[config.mk]
export PLATFORM = sky130hd
export DESIGN_NAME = mio_bus_arbiter
export DESIGN_NICKNAME = d
export VERILOG_FILES = /design/src/rtl/mio_bus_pkg.sv /design/src/rtl/mio_bus_arbiter_watchdog.sv /design/src/rtl/mio_bus_arbiter.sv
export SDC_FILE = /design/constraint.sdc
export NUM_CORES = 1
export LEC_CHECK = 0
export BUFFER_PORTS_ARGS = -buffer_cell sky130_fd_sc_hd__buf_2
export CORE_MARGIN = 10
export CORE_UTILIZATION = 46
export CTS_BUF_LIST = sky130_fd_sc_hd__clkbuf_4 sky130_fd_sc_hd__clkbuf_8
export CTS_CLUSTER_DIAMETER = 150
export DETAILED_ROUTE_END_ITERATION = 12
export GPL_ROUTABILITY_DRIVEN = 0
export PLACE_DENSITY = 0.88
export SYNTH_ARGS = -nofsm -noshare
export SYNTH_HDL_FRONTEND = slang
export SYNTH_SLANG_ARGS = --single-unit
[constraint.sdc]
create_clock -name clk -period 1.7 [get_ports clk]
set_input_delay 0.085 -clock clk [delete_from_list [all_inputs] [get_ports clk]]
set_output_delay 0.085 -clock clk [all_outputs]
set_load 0.02 [all_outputs]
[src/rtl/mio_bus_pkg.sv]
// ---------------------------------------------------------------------------
// mio_bus_pkg
// Shared definitions for the two-master memory/IO bus arbiter: FSM state
// encoding, one-hot grant codes and the round-robin pick function.
// ---------------------------------------------------------------------------
package mio_bus_pkg;

    typedef enum logic [1:0] {
        ST_IDLE = 2'd0,
        ST_BUSY = 2'd1,
        ST_RESP = 2'd2
    } state_t;

    localparam logic [1:0] GNT_NONE = 2'b00;
    localparam logic [1:0] GNT_M0   = 2'b01;
    localparam logic [1:0] GNT_M1   = 2'b10;

    // req is {m1_req, m0_req}; on a tie the master that did not own the bus
    // last time wins.
    function automatic logic [1:0] rr_pick(input logic [1:0] req,
                                           input logic [1:0] last_gnt);
        logic [1:0] pick;
        case (req)
            2'b01:   pick = GNT_M0;
            2'b10:   pick = GNT_M1;
            2'b11:   pick = (last_gnt == GNT_M0) ? GNT_M1 : GNT_M0;
            default: pick = GNT_NONE;
        endcase
        return pick;
    endfunction

endpackage

[src/rtl/mio_bus_arbiter_watchdog.sv]
// ---------------------------------------------------------------------------
// bus_watchdog
// Counts cycles while a bus transaction is outstanding and flags expiry on
// the TIMEOUT-th enabled cycle after a clear. TIMEOUT=0 disables expiry.
// Ports:
//   clk, rst_n  clock, asynchronous active-low reset
//   clear       restart count at zero (asserted on grant)
//   en          count this cycle (slave transaction outstanding)
//   expired     count has reached TIMEOUT-1 while enabled
// ---------------------------------------------------------------------------
module bus_watchdog #(
    parameter int TIMEOUT = 255
) (
    input  logic clk,
    input  logic rst_n,
    input  logic clear,
    input  logic en,
    output logic expired
);

    localparam int CW = (TIMEOUT > 0) ? $clog2(TIMEOUT + 1) : 1;
    localparam logic [CW-1:0] TC = CW'((TIMEOUT > 0) ? TIMEOUT - 1 : 0);

    logic [CW-1:0] cnt;

    // Holding at the terminal value keeps the counter from ever wrapping,
    // even if the owner were to stay enabled past expiry.
    always_ff @(posedge clk or negedge rst_n) begin
        if (!rst_n) begin
            cnt <= '0;
        end else if (clear) begin
            cnt <= '0;
        end else if (en && (cnt != TC)) begin
            cnt <= cnt + CW'(1);
        end
    end

    assign expired = (TIMEOUT != 0) && en && (cnt == TC);

endmodule

[src/rtl/mio_bus_arbiter.sv]
// ---------------------------------------------------------------------------
// mio_bus_arbiter
// Two-master round-robin arbiter for the single memory/IO bus behind the
// multi-cycle CPU. M0 is the CPU memory port, M1 a secondary master
// (DMA/VGA fetch). The winner's request is registered onto the slave bus,
// the arbiter waits for s_ready (guarded by a watchdog) and returns read
// data plus a one-cycle ready/err pulse to the owning master only.
// Ports:
//   clk, rst_n                  clock, asynchronous active-low reset
//   mX_req/we/addr/wdata        master request side (X = 0, 1)
//   mX_rdata/ready/err          master response side, rdata is 0 unless ready
//   s_req/we/addr/wdata         registered slave request
//   s_rdata, s_ready            slave response, only looked at in BUSY
//   grant                       one-hot owner {M1,M0}, 00 when idle
//   state                       FSM state for debug display
//
// FSM states:
//   state   | meaning
//   ST_IDLE | bus free, arbitrate between pending requests
//   ST_BUSY | slave request outstanding, watchdog running
//   ST_RESP | one-cycle ready/err pulse to the owning master
// ---------------------------------------------------------------------------
module mio_bus_arbiter
    import mio_bus_pkg::*;
#(
    parameter int AW      = 32,
    parameter int DW      = 32,
    parameter int TIMEOUT = 255
) (
    input  logic          clk,
    input  logic          rst_n,
    input  logic          m0_req,
    input  logic          m0_we,
    input  logic [AW-1:0] m0_addr,
    input  logic [DW-1:0] m0_wdata,
    output logic [DW-1:0] m0_rdata,
    output logic          m0_ready,
    output logic          m0_err,
    input  logic          m1_req,
    input  logic          m1_we,
    input  logic [AW-1:0] m1_addr,
    input  logic [DW-1:0] m1_wdata,
    output logic [DW-1:0] m1_rdata,
    output logic          m1_ready,
    output logic          m1_err,
    output logic          s_req,
    output logic          s_we,
    output logic [AW-1:0] s_addr,
    output logic [DW-1:0] s_wdata,
    input  logic [DW-1:0] s_rdata,
    input  logic          s_ready,
    output logic [1:0]    grant,
    output logic [1:0]    state
);

    state_t        cur_st;
    state_t        nxt_st;
    logic [1:0]    last_gnt;
    logic [1:0]    pick;
    logic          accept;
    logic [DW-1:0] rdata_reg;
    logic          err_reg;
    logic          wd_expired;

    assign pick   = rr_pick({m1_req, m0_req}, last_gnt);
    assign accept = (cur_st == ST_IDLE) && (pick != GNT_NONE);
    assign state  = cur_st;

    bus_watchdog #(
        .TIMEOUT (TIMEOUT)
    ) u_watchdog (
        .clk     (clk),
        .rst_n   (rst_n),
        .clear   (accept),
        .en      (cur_st == ST_BUSY),
        .expired (wd_expired)
    );

    always_ff @(posedge clk or negedge rst_n) begin
        if (!rst_n) begin
            cur_st <= ST_IDLE;
        end else begin
            cur_st <= nxt_st;
        end
    end

    always_comb begin
        nxt_st = cur_st;
        case (cur_st)
            ST_IDLE: if (pick != GNT_NONE)        nxt_st = ST_BUSY;
            ST_BUSY: if (s_ready || wd_expired)   nxt_st = ST_RESP;
            ST_RESP:                              nxt_st = ST_IDLE;
            default:                              nxt_st = ST_IDLE;
        endcase
    end

    // Request/response registers. s_we/s_addr/s_wdata are only loaded on
    // the grant edge, so they stay stable for the whole BUSY period even if
    // the master changes its inputs or drops its request.
    always_ff @(posedge clk or negedge rst_n) begin
        if (!rst_n) begin
            s_req     <= 1'b0;
            s_we      <= 1'b0;
            s_addr    <= '0;
            s_wdata   <= '0;
            grant     <= GNT_NONE;
            last_gnt  <= GNT_M1;
            rdata_reg <= '0;
            err_reg   <= 1'b0;
        end else begin
            case (cur_st)
                ST_IDLE: begin
                    if (pick != GNT_NONE) begin
                        s_req   <= 1'b1;
                        grant   <= pick;
                        s_we    <= (pick == GNT_M1) ? m1_we    : m0_we;
                        s_addr  <= (pick == GNT_M1) ? m1_addr  : m0_addr;
                        s_wdata <= (pick == GNT_M1) ? m1_wdata : m0_wdata;
                    end
                end
                ST_BUSY: begin
                    // A slave completion on the expiry cycle still counts as
                    // a good transfer.
                    if (s_ready) begin
                        s_req     <= 1'b0;
                        rdata_reg <= s_rdata;
                        err_reg   <= 1'b0;
                    end else if (wd_expired) begin
                        s_req     <= 1'b0;
                        rdata_reg <= '0;
                        err_reg   <= 1'b1;
                    end
                end
                ST_RESP: begin
                    last_gnt <= grant;
                    grant    <= GNT_NONE;
                end
                default: begin
                    s_req <= 1'b0;
                    grant <= GNT_NONE;
                end
            endcase
        end
    end

    // Responses are decoded from the RESP state so an asynchronous reset
    // can never leave a stray ready pulse behind.
    always_comb begin
        m0_ready = 1'b0;
        m0_err   = 1'b0;
        m0_rdata = '0;
        m1_ready = 1'b0;
        m1_err   = 1'b0;
        m1_rdata = '0;
        if (cur_st == ST_RESP) begin
            if (grant == GNT_M0) begin
                m0_ready = 1'b1;
                m0_err   = err_reg;
                m0_rdata = rdata_reg;
            end else if (grant == GNT_M1) begin
                m1_ready = 1'b1;
                m1_err   = err_reg;
                m1_rdata = rdata_reg;
            end
        end
    end

endmodule

==> results of run 1 <==
## kinds of logic (layout without fill, tap and decap cells)
| family | Yosys count | after routing | share of synthesized area |
|---|---|---|---|
| other | 0 | 9 | 0 |
| XOR/XNOR | 2 | 2 | 0.003287 |
| buffers and inverters | 45 | 535 | 0.04413 |
| AND/OR/NAND/NOR | 297 | 297 | 0.2627 |
| AO/OA/AOI/OAI | 111 | 111 | 0.1465 |
| flip-flops | 113 | 113 | 0.5308 |
| adder cells (fa/ha/maj) | 2 | 2 | 0.004694 |
| multiplexers | 4 | 4 | 0.007981 |
## routing by layer
layer | vias up | routed length, um
met2 | 799 | 14210
met3 | 197 | 4295
met4 | 0 | 2361
met5 | - | 0
li1 | 2909 | -
met1 | 3339 | 10100
## worst max-delay path, stage by stage, from the launching register on
cell	delay, ps
dfrtp_1	390
nand2b_4	170
nor3b_4	260
buf_6	230
and2_1	190
buf_6	130
## report_power, final
part           switching [uW]  internal (uW)  leakage [uW]
combinational            4350           2900       0.00335
clock                    1140           1720      0.000219
sequential               1190           3960       0.00133
total                    6680           8580       0.00490
## layout make-up
class | count | area [sq um] | share of cell area
multi-input cells | 416 | 2460 | 0.2452
flip-flops and latches | 113 | 2830 | 0.2821
diodes | 9 | 22.52 | 0.002245
inverters | 2 | 7.507 | 0.0007482
well taps | 143 | 178.9 | 0.01783
clock buffers | 22 | 284.0 | 0.02831
repair buffers | 501 | 4093 | 0.4079
clock inverters | 10 | 157.7 | 0.01571
## through the flow
step	std cells	hold slack, ps	util	area [sq um]	power (uW)
4_1_cts	1196	141.9	0.8491	9654	13790
3_5_place_dp	996	215.4	0.6232	7086	10460
2_1_floorplan	574	-210.6	-	5330	8199
5_1_grt	1216	212.2	0.8825	10030	15750
6_report	1216	207.4	0.8825	10030	15260
3_3_place_gp	996	211.6	0.6232	7086	10260
## repair_timing
action / in CTS / in global routing
pin swaps: 2 / 18
cloned: 1 / 6
resized for setup: 139 / 72
hold buffers: 164 / 0
endpoints found under the hold margin: 211 / 0
buffers inserted: 3 / 7
setup endpoints to repair: 84 / 99
## cells in the mapped netlist, types with 2 or more instances
master    count  area (sq um)
inv_1         2         7.510
and2_1       68         425.4
buf_2        22         110.1
o21ai_1       2         10.01
nor3b_4       2         37.54
clkbuf_2      4         20.02
mux2_2        2         22.52
a31oi_1      61         381.6
nor2_1       69         259.0
ha_1          2         25.02
a21oi_1       4         20.02
a22o_1       32         280.3
dfrtp_1     112          2803
o21ai_0       4         20.02
clkbuf_1     11         41.29
o211ai_1      3         22.52
o31ai_1       2         15.01
or3_1         2         12.51
buf_6         4         45.04
nand2_1     130         488.0
nand3_1      16         80.08
mux2i_1       2         20.02
## worst max path at each step
| stage | from | depth (start not counted) | to | slack, ps |
|---|---|---|---|---|
| floorplan | state[0]$_DFFE_PN0P_ | 4 | m1_rdata[22] | 40 |
| global placement | u_watchdog.cnt[0]$_DFFE_PN0P_ | 7 | rdata_reg[4]$_DFFE_PN0P_ | 100 |
| detailed placement | u_watchdog.cnt[0]$_DFFE_PN0P_ | 7 | rdata_reg[14]$_DFFE_PN0P_ | -20 |
| CTS | state[0]$_DFFE_PN0P_ | 6 | m1_rdata[12] | -150 |
| global route | state[0]$_DFFE_PN0P_ | 5 | m1_rdata[20] | -250 |
| finish | state[0]$_DFFE_PN0P_ | 5 | m1_rdata[20] | -180 |
==> impl_metrics.toml, run 1 <==
[status]
status = "finished, violations left"
violations = "setup timing"

[logic_synthesis]
ys_seq_area_frac = 0.5308
ys_warn_count = 0
synth_edf_count = 0
synth_flop_cell = "dfrtp_1"
ys_ff_latch = 113
syn_area_sq_mm = 0.005330
synth_cell_types = 40
avgSynthCellArea_sq_um = 9.286
syn_inst = 574
synthArstFlopShare = 1.000
synth.net_count = 743

[pwr]
p_leak_uw = 0.004900
power.density_mw_per_mm2 = 1521
max-vdd-ir-drop_mv = 0.8721

[clock_tree]
cts_htree_levels = 4
cts_tree = "built"
cts_sinks = 113
clock-root-buffer = "clkbuf_8"
insertion_delay_ps = 430
clockBufferDepth = 2
cts-buffers-inserted = 17
clkTransAtPathRegs_ps = 70

[sta]
finClkSkew_ps = 10.71
max_freq_mhz = 532.2
setup_tns_ps = -9156
finalMaxSlewViolations = 0
final.min_clock_period_ps = 1879
rsz0062_at_grt = "true"
post-route-period-util = 1.105
hold_violations = 0
setup_violations = 69
max_slew_margin = 0.5585
tightest_slew_ps = 657.8
fin_ws_ps = -179.0

[grt]
busiest_layer = "met2"
grt_max_degree = 114
use_met1 = 0.3571
grt_pass1_wl_mm = 42.61
met3_usage = 0.1307
grt_overflow_total = 0
use_met2 = 0.5316
grt_pass1_vias = 7312
grt.total_usage = 0.3308
antenna_found_initial = 8

[critical_path]
worstPathRequired_ps = 1620
r2r_cells = 7
cp-end-kind = "output pin"
rr_endpoint = "s_addr[9]$_DFFE_PN0P_"
critPathMaxFanout = 17
crit_arrival_ps = 1790
rrSetupSlack_ps = -40
critPathKind = "flop to output pin"
start_kind = "flop"
timing.rr.start = "state[0]$_DFFE_PN0P_"

[drt]
dr.pass1.iters = 7
num_vias = 7244
wl_mm = 30.96
vias_per_cell = 5.957
route.detailed.drc = 0
drt_iter0_drc = 1007
final_antenna_net_count = 0
wl_per_cell_um = 25.46

[run]
maxCapViolations = 0

[floorplan]
rows = 39
io_pins = 305
initial_core_util = 0.4688
core_sq_mm = 0.01137
dieArea_sq_mm = 0.01629
die_x_um = 127.6
die_h_um = 127.6

[min_path]
min_from = "m1_req"
hold_class = "input port to flop"
hold_path_end = "state[0]$_DFFE_PN0P_"
hold_depth = 3

[finish]
final_cell_mix = "buf_2, dlygate4sd3_1, nand2_1, dfrtp_1, buf_6"
layout_commonest_cell = "buf_2"
drive_above_1_share = 0.4201
nNetsFinal = 1220
syn_to_final_growth_pct = 88.24
n_fill_cell = 476

[placement]
place_hpwl_mm = 13.88
pre_cts_ws_ps = -15.29
io_buffers = 304
Power figures use the tool's default switching activity.
==> run 2, diff against run 1 <==
--- a/config.mk
+++ b/config.mk
@@ -5,6 +5,7 @@
 export SDC_FILE = /design/constraint.sdc
 export NUM_CORES = 1
 export LEC_CHECK = 0
+export ABC_CLOCK_PERIOD_IN_PS = 1700
 export BUFFER_PORTS_ARGS = -buffer_cell sky130_fd_sc_hd__buf_2
 export CORE_MARGIN = 10
 export CORE_UTILIZATION = 46
@@ -13,6 +14,7 @@
 export DETAILED_ROUTE_END_ITERATION = 12
 export GPL_ROUTABILITY_DRIVEN = 0
 export PLACE_DENSITY = 0.88
+export REMOVE_ABC_BUFFERS = 1
 export SYNTH_ARGS = -nofsm -noshare
 export SYNTH_HDL_FRONTEND = slang
 export SYNTH_SLANG_ARGS = --single-unit
==> run 2 against run 1 <==
Via count is 1.6% higher. Cell count grew 0.90%. Combinational power up 6.1%. Sequential power fell by 1%. Sequential share of layout area decreased by 0.066 points. Global-route usage down 0.15 points. Routed wire length rose by 0.28%. Critical path type is now flop to flop. The run still ends with setup timing left. Clock skew grew 3.4 ps. Critical path depth grew 3. Non-clock buffer count rose by 14. Die area stayed put.
==> impl_metrics.toml, run 2 (synthesized netlist as in run 1, its figures left out) <==
[pwr]
p_leak_uw = 0.004910
power.density_mw_per_mm2 = 1515
max-vdd-ir-drop_mv = 1.037

[sta]
final.min_clock_period_ps = 1953
setup_violations = 84
finalMaxSlewViolations = 0
max_freq_mhz = 512.2
hold_violations = 0
fin_ws_ps = -252.6
finClkSkew_ps = 14.13
tightest_slew_ps = 637.0
rsz0062_at_grt = "true"
post-route-period-util = 1.149
max_slew_margin = 0.5725

[clock_tree]
cts_htree_levels = 4
clock-root-buffer = "clkbuf_8"
cts_tree = "built"
clkTransAtPathRegs_ps = 80
cts_sinks = 113
clockBufferDepth = 2
cts-buffers-inserted = 17
insertion_delay_ps = 430

[critical_path]
critPathMaxFanout = 7
cp-end-kind = "flop"
crit_chain = "buf_4, buf_6, nor3_4, buf_6, buf_12, buf_6, nor2_1, a31oi_1"
critPathBufInv = 5
slowest_stage = "a31oi_1"
start_kind = "flop"
crit_arrival_ps = 2220
worstPathRequired_ps = 1970
crit_family = "buffers and inverters"
cpPeakStageDelay_ps = 400
critPathKind = "flop to flop"
r2r_cells = 8
cpMostUsedCell = "buf_6"
timing.rr.start = "state[0]$_DFFE_PN0P_"
rrSetupSlack_ps = -250
rr_endpoint = "s_wdata[21]$_DFFE_PN0P_"

[floorplan]
dieArea_sq_mm = 0.01629
die_h_um = 127.6
initial_core_util = 0.4688
core_sq_mm = 0.01137
io_pins = 305
rows = 39
die_x_um = 127.6

[grt]
grt_pass1_wl_mm = 42.55
grt_max_degree = 114
grt.total_usage = 0.3293
antenna_found_initial = 5
grt_pass1_vias = 7308
grt_overflow_total = 0

[finish]
fin_area_sq_mm = 0.01006
nNetsFinal = 1234
layout_commonest_cell = "buf_2"
drive_above_1_share = 0.4054
syn_to_final_growth_pct = 88.68
final_cell_mix = "buf_2, dlygate4sd3_1, nand2_1, dfrtp_1, buf_6"

[placement]
pre_cts_ws_ps = 91.03
place_hpwl_mm = 14.08
placed_cell_area_sq_mm = 0.007126
io_buffers = 304

[drt]
num_vias = 7358
drt_iter0_drc = 1093
vias_per_cell = 5.997
final_antenna_net_count = 0
dr.pass1.iters = 6
wl_mm = 31.05
wl_per_cell_um = 25.30
route.detailed.drc = 0

[min_path]
min_from = "m0_req"
hold_class = "input port to flop"
hold_depth = 4
hold_path_end = "s_addr[2]$_DFFE_PN0P_"

[status]
status = "finished, violations left"
violations = "setup timing"

[run]
maxCapViolations = 0
==> run 2: area by class of cell <==
type	count	area, sq um
Antenna cell	6	15.01
Clock buffer	18	247.7
Clock inverter	14	133.9
Fill cell	435	1313
Inverter	2	7.507
Multi-Input combinational cell	416	2392
Sequential cell	113	2830
Tap cell	143	178.9
Timing Repair Buffer	515	4252
==> run 2: worst min-delay path: stages <==
cell	delay (ps)
buf_2	120
nand2_2	170
nand2_1	120
a31oi_1	80
==> run 2: routing by layer <==
| metal | GRT usage | vias to the layer above | part of all wire |
|---|---|---|---|
| li1 | - | 2936 | - |
| met1 | 0.3617 | 3442 | 0.33 |
| met2 | 0.5322 | 771 | 0.47 |
| met3 | 0.1261 | 209 | 0.14 |
| met4 | 0.1967 | 0 | 0.071 |
| met5 | 0 | - | 0 |
==> run 2: per-stage QoR <==
step,TNS [ps],utilization,total power (uW),hold slack [ps],instances
after floorplan,-144110,-,8039,-210.6,531
after global placement,0,0.6267,10340,214.8,1003
after detailed placement,0,0.6267,10530,208.8,1003
after CTS,-6159,0.8495,13450,143.3,1204
after global routing,-14850,0.8843,15720,193.7,1226
final,-8317,0.8846,15230,184.5,1227
==> run 2: how the worst max path moves through the flow <==
stage,startpoint,end,slack (ps),cells past startpoint
2_1_floorplan,state[1]$_DFFE_PN0P_,s_wdata[0]$_DFFE_PN0P_,-1570,3
3_3_place_gp,u_watchdog.cnt[0]$_DFFE_PN0P_,rdata_reg[3]$_DFFE_PN0P_,170,7
3_5_place_dp,u_watchdog.cnt[0]$_DFFE_PN0P_,rdata_reg[21]$_DFFE_PN0P_,90,7
4_1_cts,state[0]$_DFFE_PN0P_,m0_rdata[30],-140,6
5_1_grt,state[0]$_DFFE_PN0P_,s_wdata[21]$_DFFE_PN0P_,-340,8
6_report,state[0]$_DFFE_PN0P_,s_wdata[21]$_DFFE_PN0P_,-250,8
==> run 2: where the power goes <==
part           switching (uW)  internal [uW]
Sequential               1120           3960
Clock                    1250           1210
Combinational            4520           3170
==> run 2: timing repair <==
item / in CTS / in global routing
pin swaps: 2 / 9
setup buffers: 4 / 12
resized for setup: 143 / 49
gates cloned: 1 / 6
hold buffers: 164 / 0
setup endpoints to repair: 68 / 143
hold endpoints to repair: 210 / 0
==> run 3, diff against run 2 <==
--- a/config.mk
+++ b/config.mk
@@ -5,15 +5,16 @@
 export SDC_FILE = /design/constraint.sdc
 export NUM_CORES = 1
 export LEC_CHECK = 0
+export ABC_AREA = 1
 export ABC_CLOCK_PERIOD_IN_PS = 1700
 export BUFFER_PORTS_ARGS = -buffer_cell sky130_fd_sc_hd__buf_2
 export CORE_MARGIN = 10
-export CORE_UTILIZATION = 46
+export CORE_UTILIZATION = 47
 export CTS_BUF_LIST = sky130_fd_sc_hd__clkbuf_4 sky130_fd_sc_hd__clkbuf_8
 export CTS_CLUSTER_DIAMETER = 150
 export DETAILED_ROUTE_END_ITERATION = 12
 export GPL_ROUTABILITY_DRIVEN = 0
-export PLACE_DENSITY = 0.88
+export PLACE_DENSITY = 0.91
 export REMOVE_ABC_BUFFERS = 1
 export SYNTH_ARGS = -nofsm -noshare
 export SYNTH_HDL_FRONTEND = slang
==> run 3 against run 2 <==
The run still ends with setup timing left. Register-to-register slack better by 130 ps. Global-route usage up 0.42 points. Critical path type is now flop to output pin. Cell area up 6.9%. Sequential power down 4.3%. Utilization up 0.34 points.
==> impl_metrics.toml, run 3 <==
[finish]
drive_above_1_share = 0.3552
syn_to_final_growth_pct = 82.87
final_cell_mix = "nand2_1, buf_2, dlygate4sd3_1, dfrtp_1, inv_1"
layout_commonest_cell = "nand2_1"
fin_util = 0.8879
nNetsFinal = 1454

[drt]
final_antenna_net_count = 0
drt_iter0_drc = 1043
vias_per_cell = 5.817
wl_per_cell_um = 23.62
dr.pass1.iters = 7
num_vias = 8580
route.detailed.drc = 0
wl_mm = 34.84

[pwr]
p_leak_uw = 0.005462
power.density_mw_per_mm2 = 1512
max-vdd-ir-drop_mv = 0.8823
fin_total_pwr_uw = 16260

[sta]
setup_violations = 72
finClkSkew_ps = 10.86
rsz0062_at_grt = "true"
finalMaxSlewViolations = 0
tightest_slew_ps = 595.8
max_freq_mhz = 532.8
final.min_clock_period_ps = 1877
hold_violations = 0
max_slew_margin = 0.6028
fin_ws_ps = -176.8
hold_ws_ps = 14.94
setup_tns_ps = -6496
post-route-period-util = 1.104

[placement]
place_hpwl_mm = 15.60
pre_cts_ws_ps = 96.22
io_buffers = 304

[logic_synthesis]
synth_edf_count = 0
synth_flop_cell = "dfrtp_1"
ys_warn_count = 0
synthArstFlopShare = 1.000
synth_cell_types = 28
syn_area_sq_mm = 0.005881
avgSynthCellArea_sq_um = 7.216
ys_seq_area_frac = 0.4811
synth_top_area_share = 0.4766
yosysTopAreaCell = "dfrtp_1"
yosys-top-cells-area = "dfrtp_1, nand2_1, nor2_1"
syn_inst = 815
ys_ff_latch = 113
yosysMostFrequentCell = "nand2_1"
synth.top_cells.by_count = "nand2_1, dfrtp_1, nor2_1"

[critical_path]
crit_arrival_ps = 1790
critPathKind = "flop to output pin"
cp-end-kind = "output pin"
critPathMaxFanout = 17
start_kind = "flop"
worstPathRequired_ps = 1620

[grt]
grt.total_usage = 0.3335
grt_max_degree = 73
antenna_found_initial = 8
grt_pass1_vias = 8477
grt_pass1_wl_mm = 46.83
grt_overflow_total = 0

[clock_tree]
insertion_delay_ps = 440
cts_tree = "built"
clockBufferDepth = 2
clock-root-buffer = "clkbuf_8"
clkTransAtPathRegs_ps = 80
cts-buffers-inserted = 17
cts_htree_levels = 4
cts_sinks = 113

[floorplan]
rows = 40
dieArea_sq_mm = 0.01739
die_h_um = 131.9
initial_core_util = 0.4855
io_pins = 305
core_sq_mm = 0.01211
die_x_um = 131.9

[min_path]
hold_class = "input port to flop"

[run]
maxCapViolations = 0

[status]
status = "finished, violations left"
violations = "setup timing"
==> run 3: cell types whose count changed in the layout (fill, tap and decap cells not counted), sizes merged, moves of 5 or more <==
cell         delta
nand2         +132
inv           +100
o21ai          +84
and2           -68
a31oi          -61
a21oi          +51
nor2           +45
a22o           -32
buf            -12
or2            +11
nand3           -8
bufinv          +6
dlygate4sd3     -5
==> run 3: final cells by class <==
class / instances / area [sq um]
antenna: 9 / 22.52
tap: 168 / 210.2
timing repair inverter: 2 / 27.53
multi-input combinational: 553 / 2814
fill: 498 / 1358
sequential: 113 / 2829
inverter: 104 / 430.4
clock buffer: 19 / 261.5
clock inverter: 13 / 256.5
timing repair buffer: 494 / 3902
==> run 3: logic make-up after synthesis <==
group                      after synthesis  synth area share
xor gates and xnor gates                 2          0.002979
and+or+nand+nor                        401            0.2706
adders and majority gates                2          0.004255
AOI/OAI and AO/OA                      148            0.1266
buffers and inverters                  149            0.1145
DFF                                    113            0.4811
==> run 3: path summary, 6_finish.rpt <==
check | start | endpoint | slack, ps | cells past startpoint
max | state[0]$_DFFE_PN0P_ | m1_rdata[2] | -180 | 7
min in group asynchronous | rst_n | rdata_reg[31]$_DFFE_PN0P_ | 250 | 3
max in group asynchronous | rst_n | last_gnt[1]$_DFFE_PN1P_ | 1120 | 3
max reg2reg | state[0]$_DFFE_PN0P_ | rdata_reg[11]$_DFFE_PN0P_ | -120 | 8
min | m0_wdata[1] | s_wdata[1]$_DFFE_PN0P_ | 10 | 5
min reg2reg | s_wdata[27]$_DFFE_PN0P_ | s_wdata[27]$_DFFE_PN0P_ | 490 | 2
==> run 3: stage by stage <==
step,cell area (sq um),instances
2_1_floorplan,5598,770
3_3_place_gp,7530,1259
3_5_place_dp,7530,1259
4_1_cts,9952,1457
5_1_grt,10750,1474
6_report,10750,1475
==> run 3: timing repair <==
action	4_1_cts	5_1_grt
hold buffers	159	0
pin swaps	3	5
endpoints found under the setup margin	66	106
cloned	1	4
resized for setup	95	192
setup buffers	6	5
hold endpoints to repair	211	0
==> run 3: per-layer routing <==
metal,up-vias,track usage,routed length [um]
li1,3443,-,-
met1,3911,0.3476,10920
met2,957,0.5478,16040
met3,269,0.1296,5006
met4,0,0.2237,2874
met5,-,0,0
==> run 3: where the power goes <==
group | total [uW] | leakage, uW | switching, uW | internal (uW)
logic | 8090 | 0.00382 | 5490 | 2600
clock network | 3310 | 0.000252 | 1180 | 2120
registers | 4860 | 0.00139 | 914 | 3940
total | 16300 | 0.00546 | 7590 | 8670
==> run 3: critical path, stage by stage, from the launching register on <==
cell and delay, ps:
dfrtp_1 410, nor2_4 150, nand2_2 90, nor2_4 130, buf_12 160, inv_12 80
nor2_1 150, buf_4 170
